**config.mk**
```make
export PLATFORM = sky130hd
export DESIGN_NAME = uart_tx
export DESIGN_NICKNAME = d
export VERILOG_FILES = /design/src/rtl/uart_pkg.sv /design/src/rtl/uart_baud_cnt.sv /design/src/rtl/uart_tx.sv
export SDC_FILE = /design/constraint.sdc
export NUM_CORES = 1
export LEC_CHECK = 0
export CORE_MARGIN = 10
export CORE_UTILIZATION = 59
export CTS_BUF_LIST = sky130_fd_sc_hd__clkbuf_8
export DETAILED_ROUTE_END_ITERATION = 10
export MAX_ROUTING_LAYER = met4
export PLACE_DENSITY_LB_ADDON = 0.1
export SKIP_LAST_GASP = 1
export SLEW_MARGIN = 40
export SYNTH_ARGS = -nofsm -noshare
export SYNTH_HDL_FRONTEND = slang
export SYNTH_SLANG_ARGS = --single-unit
```
**constraint.sdc**
```tcl
create_clock -name i_clk_sys -period 2.64 [get_ports i_clk_sys]
set_input_delay 0.792 -clock i_clk_sys [delete_from_list [all_inputs] [get_ports i_clk_sys]]
set_output_delay 0.792 -clock i_clk_sys [all_outputs]
set_load 0.03 [all_outputs]
```
**src/rtl/uart_pkg.sv**
```systemverilog
// Shared UART definitions: FSM state encoding and helpers for both the
// transmitter and the receiver.
package uart_pkg;

  localparam logic [2:0] S_IDLE   = 3'b000;
  localparam logic [2:0] S_START  = 3'b001;
  localparam logic [2:0] S_DATA   = 3'b011;
  localparam logic [2:0] S_PARITY = 3'b100;
  localparam logic [2:0] S_END    = 3'b101;

  // Clocks per bit, truncating integer division.
  function automatic int calc_cycle(input int clk_fre, input int baud_rate);
    return (clk_fre * 1000000) / baud_rate;
  endfunction

  // Parity bit such that popcount(data) + parity is congruent to ptype mod 2.
  // Narrower words are zero-extended, so the extra bits do not change the result.
  function automatic logic calc_parity(input logic [8:0] data, input logic ptype);
    return (^data) ^ ptype;
  endfunction

endpackage

```
**src/rtl/uart_baud_cnt.sv**
```systemverilog
// Bit-period counter: counts 0..CYCLE-1 while enabled and flags the last
// clock of each bit.
module uart_baud_cnt #(
  parameter int CYCLE = 5208
) (
  input  logic        i_clk_sys,
  input  logic        i_rst_n,
  input  logic        enable,
  input  logic        clear,
  output logic [15:0] count,
  output logic        o_bit_end
);

  localparam logic [15:0] LAST = 16'(CYCLE - 1);

  always_ff @(posedge i_clk_sys or negedge i_rst_n) begin
    if (!i_rst_n)    count <= '0;
    else if (clear)  count <= '0;
    else if (enable) count <= count + 16'd1;
  end

  assign o_bit_end = (count == LAST);

endmodule

```
**src/rtl/uart_tx.sv**
```systemverilog
// UART transmitter: start bit, DATA_WIDTH bits LSB-first, optional parity,
// one stop bit. Word accepted on valid&ready while idle.
module uart_tx
  import uart_pkg::*;
#(
  parameter int CLK_FRE     = 50,
  parameter int DATA_WIDTH  = 8,
  parameter int PARITY_ON   = 0,
  parameter int PARITY_TYPE = 0,
  parameter int BAUD_RATE   = 9600
) (
  input  logic                  i_clk_sys,
  input  logic                  i_rst_n,
  input  logic                  i_tx_valid,
  input  logic [DATA_WIDTH-1:0] i_tx_data,
  output logic                  o_tx_ready,
  output logic                  o_uart_tx,
  output logic                  o_tx_done,
  output logic [2:0]            o_state
);

  localparam int CYCLE = calc_cycle(CLK_FRE, BAUD_RATE);

  if (CYCLE < 2 || CYCLE > 65535) begin : g_bad_cycle
    $error("uart_tx: CLK_FRE/BAUD_RATE gives a bit period outside 2..65535");
  end
  if (DATA_WIDTH < 5 || DATA_WIDTH > 9) begin : g_bad_width
    $error("uart_tx: DATA_WIDTH must be 5..9");
  end

  logic [2:0]            state;
  logic [DATA_WIDTH-1:0] shift;
  logic                  par;
  logic [3:0]            bit_cnt;
  logic                  bit_end;
  // The count itself serves the receiver's mid-bit sampling; TX only needs bit_end.
  logic [15:0]           baud_cnt_unused;

  // Every state change out of a busy state happens on bit_end, so clearing on
  // bit_end (and holding zero while idle) restarts the count on each new state.
  uart_baud_cnt #(.CYCLE(CYCLE)) u_baud (
    .i_clk_sys (i_clk_sys),
    .i_rst_n   (i_rst_n),
    .enable    (state != S_IDLE),
    .clear     (bit_end || state == S_IDLE),
    .count     (baud_cnt_unused),
    .o_bit_end (bit_end)
  );

  always_ff @(posedge i_clk_sys or negedge i_rst_n) begin
    if (!i_rst_n) begin
      state      <= S_IDLE;
      shift      <= '0;
      par        <= 1'b0;
      bit_cnt    <= '0;
      o_uart_tx  <= 1'b1;
      o_tx_ready <= 1'b1;
      o_tx_done  <= 1'b0;
    end else begin
      o_tx_done <= 1'b0;
      case (state)
        S_IDLE: if (i_tx_valid) begin
          shift      <= i_tx_data;
          par        <= calc_parity(9'(i_tx_data), 1'(PARITY_TYPE));
          bit_cnt    <= '0;
          state      <= S_START;
          o_uart_tx  <= 1'b0;
          o_tx_ready <= 1'b0;
        end
        S_START: if (bit_end) begin
          state     <= S_DATA;
          o_uart_tx <= shift[0];
        end
        S_DATA: if (bit_end) begin
          if (bit_cnt == 4'(DATA_WIDTH - 1)) begin
            if (PARITY_ON != 0) begin
              state     <= S_PARITY;
              o_uart_tx <= par;
            end else begin
              state     <= S_END;
              o_uart_tx <= 1'b1;
            end
          end else begin
            shift     <= shift >> 1;
            bit_cnt   <= bit_cnt + 4'd1;
            o_uart_tx <= shift[1];
          end
        end
        S_PARITY: if (bit_end) begin
          state     <= S_END;
          o_uart_tx <= 1'b1;
        end
        S_END: if (bit_end) begin
          state      <= S_IDLE;
          o_tx_ready <= 1'b1;
          o_tx_done  <= 1'b1;
        end
        default: begin
          state      <= S_IDLE;
          o_uart_tx  <= 1'b1;
          o_tx_ready <= 1'b1;
        end
      endcase
    end
  end

  assign o_state = state;

endmodule
```
==> impl_results.md <==
- FF-to-FF End: u_baud.count[13]$_DFFE_PN0P_
- H-tree Lvls: 2
- Grt total ovfl: 0
- Clk_lat worst skew: 0.29 ns
- Hold Violations, Final: 0
- M1 WL: 1500 um
- Leak: 0.000973 uW
- WHS Path Cells: 1
- Largest net degree at the start of global routing: 35
- Critical path class: reg2out
- Syn_nets: 203
- DRC Markers: 0
- Die ar.: 5680 sq um
- Die height: 75.3 um
- CTS tree: yes
- Post-synthesis register bit count: 34
- YS warnings: 0
- Reg2reg start: u_baud.count[11]$_DFFE_PN0P_
- Worst-Margin Slew: 0.501 ns
- Total Power: 1020 uW
- IO Count: 17
- Worst slack, placed: 0.440 ns
- Crit-path cells: clkdlybuf4s50_1
- Filler instances: 232
- Crit path arrival time: 1.68 ns
- Final cell count without fillers: 238
- Hold worst-path end: u_baud.count[0]$_DFFE_PN0P_
- Reg2Reg Setup Slack: 0.45 ns
- Post-DR vias/cell: 6.08
- Post-CTS sizing: 0
- Worst Path Max Fanout: 17
- Max_cap viols: 0
- CP max-delay cell: clkdlybuf4s50_1
- First-pass GRT wire length: 6370 um
- FP Rows: 20
- Post CTS Setup Buffer Count: 0
- RSZ-0062 raised after global routing: false
- Clk buf depth: 2
- Avg WL per Cell: 15.8 um
- Initial DRC count: 115
- Largest stage delay, worst path: 0.76 ns
- CP top delay family: buffers and inverters
- Metal3 WL: 218 um
- Power Dens Cells: 491 nW/um^2
- Min cycle time layout: 2.47 ns
- Antenna fix cells: 0
- Worst EP required: 1.85 ns
- CTS Buf Count: 5
- Via count: 1448
- P&R area growth vs syn: 15.4%
- Met2 WL post-DR: 1990 um
- Antenna violations before repair: 0
- Post-Layout Inst Area: 2080 sq um
- Layout cell share with drive strength beyond 1: 8.29%
- TNS Setup: 0 ns
- Clk_skew: 0.00599 ns
- Worst-path clk slew: 0.07 ns
- # hold bufs at CTS: 0
- Critical Path Start Type: register
- Buf/Inv on CP: 1
- GP Congestion: 0.808
- VDD IR max: 0.000329 V
- Post-Synthesis Cells: 190
- HP Start: u_baud.count[0]$_DFFE_PN0P_
- Initial Util: 60.2%
- PortBufs: 16
- Top Layer Used: met4
- Min-delay worst type: reg2reg
- Syn Std Cell Area: 1810 sq um
- Post-Synthesis Mean Instance Area: 9.51 sq um
- Final worst slack: 0.167 ns
- DRT antenna net count: 0
- Core box area: 3000 sq um
- Outcome: finished, final reports clean
- Sequential cell area fraction in the yosys report: 47.2%
- Setup-failing EPs final: 0
- Fmax: 0.404 GHz
- Vias in the first global route: 1418
- Die W: 75.3 um
- Worst slew margin: 66.6%
- Post-route clock period utilization: 93.7%
- Nets: 217
- Slew Viols, Final: 0
- Post-DP HPWL: 2630 um
- DP Area: 1970 sq um
- Nature of the critical path endpoint: output port
- Global router's overall resource usage: 14.9%
- Post-synth cell types: 40
- Final WL: 3750 um
- CTS sink count: 34
- Clk root buf: clkbuf_8
- DRT Pass-1 Iters: 5
- R2R depth: 5
- Placed cells: 230
through the flow:
| step | hold slack (ns) | utilization (%) |
|---|---|---|
| global placement | 0.441 | 65.8 |
| CTS | 0.460 | 69.4 |
| finish | 0.455 | 69.4 |
| detailed placement | 0.451 | 65.8 |
| global route | 0.486 | 69.4 |
| floorplan | 0.424 | - |
synth_stat cells (all sizes together):
| cell | n | share of area (%) |
|---|---|---|
| mux2 | 1 | 0.83 |
| or4 | 1 | 0.42 |
| mux2i | 3 | 1.7 |
| xnor2 | 2 | 0.97 |
| dfrtp | 32 | 44 |
| nand2 | 10 | 2.1 |
| o221a | 1 | 0.62 |
| dfstp | 2 | 2.9 |
| o2111a | 1 | 0.62 |
| a211o | 2 | 0.97 |
| o22a | 7 | 3.4 |
| clkbuf | 8 | 1.7 |
| o21ai | 6 | 1.7 |
| ha | 2 | 1.4 |
| nand4 | 5 | 1.7 |
| xor2 | 9 | 4.4 |
| or4bb | 1 | 0.62 |
| o22ai | 3 | 1.0 |
| nor3 | 2 | 0.55 |
| nand3b | 3 | 1.2 |
| and3b | 2 | 0.97 |
| a31oi | 1 | 0.35 |
| a32o | 1 | 0.55 |
| or3 | 2 | 0.69 |
| a21o | 1 | 0.42 |
| and4 | 5 | 2.4 |
| buf | 5 | 1.9 |
| or4b | 2 | 1.3 |
| a21oi | 16 | 4.4 |
| nor4 | 1 | 1.2 |
| o21a | 1 | 0.42 |
| inv | 6 | 1.2 |
| and3 | 3 | 1.0 |
| nor2b | 2 | 0.69 |
| and2 | 2 | 0.69 |
| nor2 | 31 | 6.4 |
| nand3 | 8 | 2.2 |
layer usage:
layer  track usage [%]  vias to the layer above
li1                  -                      698
met1              16.1                      712
met2              25.6                       34
met3              4.43                        4
met4              4.95                        0
met5                 -                        -
power by group:
| part | internal (uW) | total, uW | switching (uW) | leakage, uW |
|---|---|---|---|---|
| logic | 17.2 | 32.4 | 15.2 | 0.000485 |
| clock network | 278 | 471 | 193 | 0.0000556 |
| registers | 521 | 521 | 0 | 0.000433 |
| total | 816 | 1020 | 209 | 0.000973 |
kinds of logic (layout without fill, tap and decap cells):
family	count (synthesis)	after routing	synth area share, %
AO/OA/AOI/OAI	40	40	14.5
XOR/XNOR	11	11	5.33
adder cells (fa/ha/maj)	2	2	1.38
buffers and inverters	19	34	4.78
flip-flops	34	34	47.2
multiplexers	4	4	2.49
AND/OR/NAND/NOR	80	80	24.3
worst register-to-register path, stage by stage (launching register included):
cell and delay [ns]:
dfrtp_1 0.43, or4b_4 0.55, nor4_4 0.33, buf_4 0.21, a21o_1 0.42, a21oi_1 0.11
worst max path at each step:
| stage | startpoint | end | slack, ns | cells past startpoint |
|---|---|---|---|---|
| CTS | o_state[0]$_DFFE_PN0P_ | o_state[0] | 0.17 | 1 |
| global placement | i_tx_valid | bit_cnt[3]$_DFFE_PN0P_ | 0.49 | 5 |
| floorplan | u_baud.count[8]$_DFFE_PN0P_ | o_uart_tx$_DFFE_PN1P_ | 0.73 | 5 |
| global route | o_state[0]$_DFFE_PN0P_ | o_state[0] | 0.09 | 1 |
| finish | o_state[0]$_DFFE_PN0P_ | o_state[0] | 0.17 | 1 |
| detailed placement | u_baud.count[8]$_DFFE_PN0P_ | u_baud.count[3]$_DFFE_PN0P_ | 0.44 | 5 |
state kept, by name, indices dropped and copies added (netlist names):
signal and flops:
bit_cnt 4, o_state 3, o_tx_done 1, o_tx_ready 1, o_uart_tx 1, shift 8, u_baud.count 16
cell usage in the layout, fill, tap and decap left out, types with 2 or more instances in the layout:
| cell type | netlist | routed |
|---|---|---|
| ha_1 | 2 | 2 |
| o22ai_1 | 3 | 3 |
| inv_1 | 6 | 7 |
| clkdlybuf4s50_1 | 0 | 16 |
| nand2_1 | 10 | 10 |
| dfrtp_1 | 32 | 32 |
| buf_4 | 1 | 4 |
| nand3b_1 | 3 | 3 |
| and3_1 | 3 | 3 |
| nand4_1 | 5 | 5 |
| o22a_1 | 7 | 7 |
| xnor2_1 | 2 | 2 |
| mux2i_1 | 3 | 3 |
| or3_1 | 2 | 2 |
| nor2b_1 | 2 | 2 |
| clkbuf_8 | 0 | 5 |
| dfstp_2 | 2 | 2 |
| and3b_1 | 2 | 2 |
| nor2_1 | 31 | 31 |
| and2_1 | 2 | 2 |
| a21oi_1 | 16 | 16 |
| and4_1 | 5 | 5 |
| nand3_1 | 8 | 8 |
| a211o_1 | 2 | 2 |
| nor3_1 | 2 | 2 |
| o21ai_0 | 6 | 6 |
| xor2_1 | 9 | 9 |
final cells by class:
class	instances	area, sq um	area share (%)
clock buffer	5	68.8	3.30
clock inverter	3	41.3	1.98
inverter	6	22.5	1.08
multi-input combinational	137	867	41.6
sequential	34	853	40.9
tap	33	41.3	1.98
timing repair buffer	20	190	9.12
(Power assumes the default switching activity.)
